$ cat config.mk
export PLATFORM = sky130hd
export DESIGN_NAME = sync_level_fifo
export DESIGN_NICKNAME = d
export VERILOG_FILES = /design/src/rtl/sync_level_fifo.sv
export SDC_FILE = /design/constraint.sdc
export NUM_CORES = 1
export LEC_CHECK = 0
export BUFFER_PORTS_ARGS = -buffer_cell sky130_fd_sc_hd__buf_2
export CELL_PAD_IN_SITES_DETAIL_PLACEMENT = 1
export CELL_PAD_IN_SITES_GLOBAL_PLACEMENT = 2
export CORE_ASPECT_RATIO = 0.8
export CORE_MARGIN = 5
export CORE_UTILIZATION = 45
export CTS_CLUSTER_SIZE = 14
export DETAILED_ROUTE_END_ITERATION = 10
export PLACE_DENSITY_LB_ADDON = 0.1
export SYNTH_ARGS = -nofsm -noshare
export SYNTH_HDL_FRONTEND = slang
export SYNTH_SLANG_ARGS = --single-unit
$ cat constraint.sdc
create_clock -name clk -period 3.4 [get_ports clk]
set_input_delay 0.34 -clock clk [delete_from_list [all_inputs] [get_ports clk]]
set_output_delay 0.34 -clock clk [all_outputs]
set_load 0.01 [all_outputs]
$ cat src/rtl/sync_level_fifo.sv
// sync_level_fifo: single-clock FIFO with fill level, thresholds, sticky error flags, flush and selectable read mode
module sync_level_fifo #(
    parameter int DSIZE      = 8,
    parameter int ASIZE      = 4,
    parameter int AFULL_LVL  = 12,
    parameter int AEMPTY_LVL = 4,
    parameter int FWFT       = 1
)(
    input  logic             clk,
    input  logic             rst_n,
    input  logic             flush,
    input  logic [DSIZE-1:0] wdata,
    input  logic             winc,
    output logic             wfull,
    output logic             walmost_full,
    input  logic             rinc,
    output logic [DSIZE-1:0] rdata,
    output logic             rvalid,
    output logic             rempty,
    output logic             ralmost_empty,
    output logic [ASIZE:0]   count,
    output logic             overflow,
    output logic             underflow
);
    localparam int DEPTH = 1 << ASIZE;

    logic [DSIZE-1:0] r_mem [DEPTH];
    logic [ASIZE-1:0] r_waddr, r_raddr;
    logic [ASIZE:0]   r_count;
    logic             r_overflow, r_underflow;
    logic             w_wacc, w_racc;

    // flags come only from the registered count, so no request-to-flag path exists
    assign wfull         = r_count == (ASIZE+1)'(DEPTH);
    assign rempty        = r_count == '0;
    assign walmost_full  = r_count >= (ASIZE+1)'(AFULL_LVL);
    assign ralmost_empty = r_count <= (ASIZE+1)'(AEMPTY_LVL);
    assign count         = r_count;
    assign overflow      = r_overflow;
    assign underflow     = r_underflow;

    // flush blocks both accepts so nothing moves while clearing
    assign w_wacc = winc & ~wfull & ~flush;
    assign w_racc = rinc & ~rempty & ~flush;

    // pointers, fill level and sticky error flags
    always_ff @(posedge clk or negedge rst_n) begin
        if (!rst_n) begin
            r_waddr     <= '0;
            r_raddr     <= '0;
            r_count     <= '0;
            r_overflow  <= 1'b0;
            r_underflow <= 1'b0;
        end else if (flush) begin
            r_waddr     <= '0;
            r_raddr     <= '0;
            r_count     <= '0;
            r_overflow  <= 1'b0;
            r_underflow <= 1'b0;
        end else begin
            if (w_wacc) r_waddr <= r_waddr + 1'b1;
            if (w_racc) r_raddr <= r_raddr + 1'b1;
            r_count <= r_count + (ASIZE+1)'(w_wacc) - (ASIZE+1)'(w_racc);
            if (winc & wfull)  r_overflow  <= 1'b1;
            if (rinc & rempty) r_underflow <= 1'b1;
        end
    end

    // storage array, intentionally not reset
    always_ff @(posedge clk) begin
        if (w_wacc) r_mem[r_waddr] <= wdata;
    end

    generate
        if (FWFT != 0) begin : g_fwft
            assign rdata  = r_mem[r_raddr];
            assign rvalid = ~rempty;
        end else begin : g_reg
            logic [DSIZE-1:0] r_rdata;
            logic             r_rvalid;
            // registered read: one-cycle latency, data held between reads
            always_ff @(posedge clk or negedge rst_n) begin
                if (!rst_n) begin
                    r_rdata  <= '0;
                    r_rvalid <= 1'b0;
                end else if (flush) begin
                    r_rvalid <= 1'b0;
                end else begin
                    r_rvalid <= w_racc;
                    if (w_racc) r_rdata <= r_mem[r_raddr];
                end
            end
            assign rdata  = r_rdata;
            assign rvalid = r_rvalid;
        end
    endgenerate
endmodule

==> run metrics, run 1 <==
Crit Path Category reg2reg; NetSw 1.34 mW; PortBufs 32; Hold Crit Class in2reg; r2r worst-path depth 14; CP max FO 6; Worst-Skew Late Latency about 410 ps; Syn Inst Count roughly 320; grt ovf 0; Fin Hold WS approximately 210 ps; max_slew headroom approximately two fifths; Pleak 2.48 nW; synth unique cells 33; Post-CTS Setup Inserts 0; core area between 10000 and 15000 sq um; Die Y-Extent roughly 110 um; PwrDens between 700 and 800 nW/um^2; Root Buffer clkbuf_16; die area 15500 sq um; Comb power frac a little over a fifth; Critical Path AT about 3400 ps; Worst-Margin Slew roughly 890 ps; initial antenna violation count 0; clock sinks between 100 and 150; Hold Vio Cnt, Final 0; Synth async-reset ratio 10.5%; synthesized cell area between 5000 and 6000 sq um; die width approximately 140 um; first-pass GRT wire length about 20 mm; Critical R2R Launch count[3]; routed via count approximately 3000; Max Freq about 0.32 GHz; Setup TNS Final 0 ps; WHS Endpoint overflow; drt initial violations 161; Syn Nets 351; Seq cells post-synth 143; NumNets Final 410; CTS tree yes; initial core utilization between 40 and 50%; switching share of total power 26.7%; FF-to-FF End count[4]; Area Overhead vs Synth 17.8%; TritonRoute pass-1 iters 4; Final setup viols 0; YS warnings 0; crit path launch type flip-flop; final slew viol count 0; WP data required about 3700 ps; Antenna Cells 0; hpwl dp ~8.0 mm; H-tree depth 4; Max VDD drop between 0.3 and 0.4 mV; layout cells sized above 1 between 20% and 30%; Placed Area 6350 sq um; Placed Instances 536; Num CTS Buffers 17; cell area after layout roughly 7000 sq um; I/O pins 33; maximum buffer depth of the clock tree 2; Post-synth EDFFs between 100 and 150; Setup crit end kind flip-flop; Reg2Reg Setup Slack about 310 ps; clock share of power around 37%; Critical path origin count[3]; vias per inst around 5.3; FP Rows 37; RePlAce Congestion 0.701; Total Wirelength ~13 mm; Post-DRT Antenna Nets 0; DRC Markers 0; vias in the first global route ~3200; largest net degree at the start of global routing 22; Hold Crit Depth 3; Mapped Avg Cell Area about 18 sq um; Seq pwr share 41.2%; Reg clk slew, reported paths ~60 ps; min Tclk post-route roughly 3100 ps; GRT Util Overall approximately 18%; status completed; register area share after synthesis approximately 71%; Max-Cap Viols 0; clock skew around 6.6 ps; hold path startpoint winc; top_reg_cell synth edfxtp_1; average wire per standard cell about 23 um; RSZ-0062 raised after global routing no; Int Power ~3.7 mW; crit share post-route around nine tenths; Final Non-Filler Cells ~570
==> cells by family (layout without fill, tap and decap cells) <==
logic type               after synthesis  count (layout)  share of synthesized area, %
flip-flops                           143             143                          71.4
AO/OA/AOI/OAI                         27              27                          3.18
buffers and inverters                 27              99                          2.50
AND/OR/NAND/NOR                       69              69                          5.29
multiplexers                          32              32                          13.0
adder cells (fa/ha/maj)               16              16                          3.51
XOR/XNOR                               8               8                          1.19
==> layout make-up <==
class | instances | area [sq um]
Timing Repair Buffer | 55 | 335
Clock buffer | 18 | 429
Inverter | 12 | 45.0
Clock inverter | 14 | 166
Multi-Input combinational cell | 152 | 1550
Sequential cell | 143 | 4220
Fill cell | 1230 | 5910
Tap cell | 175 | 219
==> worst max-delay path: stages, from the launching register on <==
cell and delay (ps):
dfrtp_1 410, inv_1 140, ha_1 220, or4b_4 520, nand2_1 150, nor2_1 60
ha_1 290, inv_1 60, ha_1 160, inv_1 60, fa_1 390, nand2b_1 160
a21oi_1 170, or3_1 120, a21oi_1 60
==> power by group through the flow <==
stage / Sequential, mW / Clock [mW] / Combinational (mW)
2_1_floorplan: 2.07 / 0 / 0.803
3_3_place_gp: 2.10 / 0 / 1.07
3_5_place_dp: 2.10 / 0 / 1.08
4_1_cts: 2.06 / 1.92 / 1.09
5_1_grt: 2.07 / 2.00 / 1.20
6_report: 2.06 / 1.87 / 1.07
==> what timing repair did <==
item                                    CTS  global route
hold endpoints to repair                 15             0
gates resized for setup                   0             1
hold buffers                              1             0
endpoints found under the setup margin    0             1
==> layout by cell type (no fill, tap or decap), types with 14 or more instances in the layout <==
master | Yosys | routed
clkbuf_16 | 0 | 17
nand2_1 | 17 | 17
buf_2 | 1 | 32
edfxtp_1 | 128 | 128
mux4_2 | 20 | 20
nor2_1 | 32 | 32
ha_1 | 15 | 15
dfrtp_1 | 15 | 14
a22oi_1 | 16 | 16
buf_4 | 3 | 22
==> synth_stat cells (2+ instances only) <==
cell type    n  share of area, %
edfxtp_1   128                65
nor2_1      32               2.0
mux4_2      20               7.6
nand2_1     17               1.1
a22oi_1     16               2.0
dfrtp_1     15               6.4
ha_1        15               3.2
inv_1       12              0.76
mux4_1      12               5.3
a21oi_1      7              0.59
xor2_1       6              0.89
clkbuf_1     5              0.32
nand3_1      5              0.42
buf_4        3              0.38
nand2b_1     3              0.32
nor2b_1      3              0.32
and2_1       2              0.21
and3_1       2              0.21
buf_6        2              0.38
clkbuf_2     2              0.17
or3_1        2              0.21
xnor2_1      2              0.30
==> sequential cells by signal, summed over array words and instances, names as in the netlist <==
register   flops
r_waddr        4
r_mem        128
count          5
r_raddr        4
underflow      1
overflow       1
==> worst max path at each step <==
stage | to | slack, ps | cells after the start
floorplan | count[4] | 430 | 15
global placement | count[4] | 310 | 14
detailed placement | count[4] | 250 | 14
CTS | count[4] | 200 | 14
global route | count[4] | 60 | 14
finish | count[4] | 310 | 14
==> through the flow <==
step | total power, mW | setup slack [ps] | util [%]
floorplan | 2.88 | 427 | -
global placement | 3.17 | 308 | 49.4
detailed placement | 3.18 | 254 | 49.4
CTS | 5.08 | 197 | 54.1
global route | 5.27 | 58.8 | 54.1
finish | 5.00 | 311 | 54.1
==> routing by layer <==
| layer | routed length, um | GRT usage (%) | part of all wire [%] | vias to the layer above |
|---|---|---|---|---|
| li1 | - | - | - | 1381 |
| met1 | 6080 | 24.7 | 47 | 1578 |
| met2 | 6120 | 27.2 | 47 | 54 |
| met3 | 514 | 4.05 | 4.0 | 15 |
| met4 | 187 | 6.32 | 1.4 | 0 |
| met5 | 0 | 0 | 0 | - |
(Power assumes the default switching activity.)
==> run 2, diff against run 1 <==
--- a/config.mk
+++ b/config.mk
@@ -5,12 +5,13 @@
 export SDC_FILE = /design/constraint.sdc
 export NUM_CORES = 1
 export LEC_CHECK = 0
+export ABC_AREA = 1
 export BUFFER_PORTS_ARGS = -buffer_cell sky130_fd_sc_hd__buf_2
 export CELL_PAD_IN_SITES_DETAIL_PLACEMENT = 1
 export CELL_PAD_IN_SITES_GLOBAL_PLACEMENT = 2
 export CORE_ASPECT_RATIO = 0.8
 export CORE_MARGIN = 5
-export CORE_UTILIZATION = 45
+export CORE_UTILIZATION = 40
 export CTS_CLUSTER_SIZE = 14
 export DETAILED_ROUTE_END_ITERATION = 10
 export PLACE_DENSITY_LB_ADDON = 0.1
==> run 2 against run 1 <==
Synthesized cell count rose by 110%; worst setup slack gained 230 ps; flip-flop and latch count stayed put; clock skew up 1.6 ps; cell count rose by 61%; critical path type unchanged; largest power group unchanged; highest routed layer unchanged.
==> run metrics, run 2 <==
Worst-Skew Late Latency 420 ps (was 410 ps); vias in the first global route 4593 (was 3248); synthesized cell area 6540 sq um (was 5910 sq um); Mapped Avg Cell Area 9.89 sq um (was 18.4 sq um); clock sinks 143 (unchanged); Seq pwr share 40.5% (was 41.2%); cts repair resizes 0 (unchanged); Worst-Margin Slew 845 ps (was 889 ps); NumNets Final 719 (was 410); register area share after synthesis 64.5% (was 71.4%); min Tclk post-route 2860 ps (was 3090 ps); I/O pins 33 (unchanged); average wire per standard cell 18.3 um (was 22.7 um); Max-Cap Viols 0 (unchanged); Synth async-reset ratio 10.5% (unchanged); WP data required 3750 ps (was 3680 ps); Synth area leaders edfxtp_1 59%, nand2_1 11%, nand3_1 8.1% (was edfxtp_1 65%, mux4_2 7.6%, dfrtp_1 6.4%); Seq. cell area 4220 sq um (unchanged); switching share of total power 32.5% (was 26.7%); hpwl dp 10.9 mm (was 8.02 mm); Setup TNS Final 0 ps (unchanged); Critical Path AT 3210 ps (was 3370 ps); Comb power frac 26.7% (was 21.4%); GRT Util Overall 18.3% (was 17.6%); Hold Vio Cnt, Final 0 (unchanged); PwrDens 682 nW/um^2 (was 719 nW/um^2); Seq cells post-synth 143 (unchanged); die area 19000 sq um (was 15500 sq um); Syn Nets 690 (was 351); Crit Path Category reg2reg (unchanged); largest net degree at the start of global routing 67 (was 22); cell area after layout 7380 sq um (was 6960 sq um); Final WS setup 540 ps (was 311 ps); RSZ-0062 raised after global routing no (unchanged); status completed (unchanged); layout cells sized above 1 8.82% (was 27.2%); grt ovf 0 (unchanged); max_slew headroom 43.5% (was 40.6%); top-count cell post-synth nand2_1 (was edfxtp_1); Filler Cells Inserted 1775 (was 1230); YS warnings 0 (unchanged); Pleak 3.26 nW (was 2.48 nW); vias per inst 4.90 (was 5.32); routed via count 4500 (was 3028); Syn Inst Count 661 (was 322); final slew viol count 0 (unchanged); Hold Crit Class in2reg (unchanged); Root Buffer clkbuf_16 (unchanged); most frequent cells in the layout 199 x nand2_1, 128 x edfxtp_1, 120 x inv_1, 106 x nand3_1, 32 x buf_2 (was 128 x edfxtp_1, 32 x nor2_1, 32 x buf_2, 22 x buf_4, 20 x mux4_2); Antenna Cells 0 (unchanged); initial antenna violation count 0 (unchanged); Area Overhead vs Synth 12.9% (was 17.8%); main combinational cell family by area after synthesis simple AND/OR/NAND/NOR gates (was multiplexers); maximum buffer depth of the clock tree 2 (unchanged); simple-gate share of the synthesized area 21.3% (was 5.29%); Setup crit end kind flip-flop (unchanged); Largest register FFs 128 (unchanged); crit path launch type flip-flop (unchanged); clock skew 8.24 ps (was 6.61 ps); Fin Hold WS 175 ps (was 211 ps); die width 153 um (was 138 um); mux share of post-synthesis cell area 0% (was 13.0%); first-pass GRT wire length 26.2 mm (was 19.9 mm); Total Wirelength 16.8 mm (was 12.9 mm); post-route core utilization 46.4% (was 54.1%); Final Non-Filler Cells 918 (was 569); top cell type's share of synthesized area 58.8% (was 65.0%); Die Y-Extent 124 um (was 113 um); Post-synth EDFFs 128 (unchanged); top post-synthesis cells by count 199 x nand2_1, 128 x edfxtp_1, 120 x inv_1 (was 128 x edfxtp_1, 32 x nor2_1, 20 x mux4_2); Placed Instances 885 (was 536); r2r worst-path depth 18 (was 14); Max VDD drop 0.425 mV (was 0.393 mV); top_reg_cell synth edfxtp_1 (unchanged); FP Rows 41 (was 37); multi-input logic area 1710 sq um (was 1550 sq um); post-synthesis adder-cell area fraction 3.18% (was 3.51%); synth unique cells 19 (was 33); post-synthesis compound-gate area fraction 1.07% (was 3.18%); Max Freq 0.350 GHz (was 0.324 GHz); CTS tree yes (unchanged); Pwr Total 5.03 mW (was 5.00 mW); TritonRoute pass-1 iters 4 (unchanged); pre-CTS setup slack 590 ps (was 254 ps); core area 15900 sq um (was 12900 sq um); Post-DRT Antenna Nets 0 (unchanged); initial core utilization 41.1% (was 45.9%); DRC Markers 0 (unchanged); crit share post-route 84.1% (was 90.9%); PortBufs 32 (unchanged); Placed Area 6860 sq um (was 6350 sq um); commonest non-fill, non-tap cell in the layout nand2_1 (was edfxtp_1); Hold Crit Depth 3 (unchanged); Int Power 3.40 mW (was 3.67 mW); drt initial violations 321 (was 161); RePlAce Congestion 0.769 (was 0.701); NetSw 1.64 mW (was 1.34 mW); Reg clk slew, reported paths 60 ps (about the same); Top reg by flops r_mem (unchanged); Final setup viols 0 (unchanged); Yosys top cell by area edfxtp_1 (unchanged); Num CTS Buffers 17 (unchanged); clock share of power 32.8% (was 37.4%); CP max FO 6 (unchanged); H-tree depth 4 (unchanged); XOR/XNOR Fraction of Synth Area 0.536% (was 1.19%)
==> run 2: cell types whose count changed after synthesis, moves of 12 or more <==
cell     change
nand3_1    +101
nand2_1    +182
mux4_2      -20
a22oi_1     -16
inv_1      +108
buf_2       +14
mux4_1      -12
==> run 2: logic make-up after synthesis <==
kind of cell	count (synthesis)
adders and majority gates	16
xor gates and xnor gates	4
buffers and inverters	150
and+or+nand+nor	335
DFF	143
AOI/OAI and AO/OA	13
==> run 2: worst max-delay path: stages, from the launching register on <==
cell	delay, ps
dfrtp_1	460
inv_1	100
ha_1	220
nand3_1	160
nand2_1	150
nor2_1	200
inv_1	80
ha_1	270
inv_1	70
ha_1	160
inv_1	60
fa_1	370
inv_1	70
nand2_1	60
nand2_1	70
a21oi_1	80
nand2_1	70
nand2_1	50
nor2_1	100
==> run 2: final timing paths <==
check | start | endpoint | slack (ps)
worst max-delay path | count[2] | count[4] | 540
worst min-delay path | winc | overflow | 180
worst max register to register | count[2] | count[4] | 540
worst min register to register | overflow | overflow | 520
max in group asynchronous | rst_n | r_raddr[0] | 2730
min in group asynchronous | rst_n | r_waddr[1] | 380
==> run 2: layout make-up <==
type / count / area share (%)
well taps: 215 / 3.64
multi-input cells: 368 / 23.1
inverters: 123 / 6.25
clock inverters: 10 / 0.966
clock buffers: 22 / 6.01
flip-flops and latches: 143 / 57.2
repair buffers: 37 / 2.88
==> run 2: power by group through the flow <==
stage	clock, mW	combinational, mW	sequential [mW]
finish	1.65	1.34	2.04
global route	1.78	1.52	2.04
CTS	1.69	1.37	2.04
detailed placement	0	1.36	2.07
global placement	0	1.33	2.07
floorplan	0	0.903	2.08
==> run 2: repair_timing <==
action                    4_1_cts  5_1_grt
hold endpoints to repair       15        0
setup buffers                   0        0
hold buffers                    1        0
==> run 2: layer usage <==
metal | vias to the layer above | track usage (%) | share of wire (%)
met5 | - | 0 | 0
met4 | 0 | 5.71 | 1.3
met3 | 12 | 4.45 | 4.1
met2 | 75 | 28.3 | 45
met1 | 2246 | 25.6 | 49
li1 | 2167 | - | -
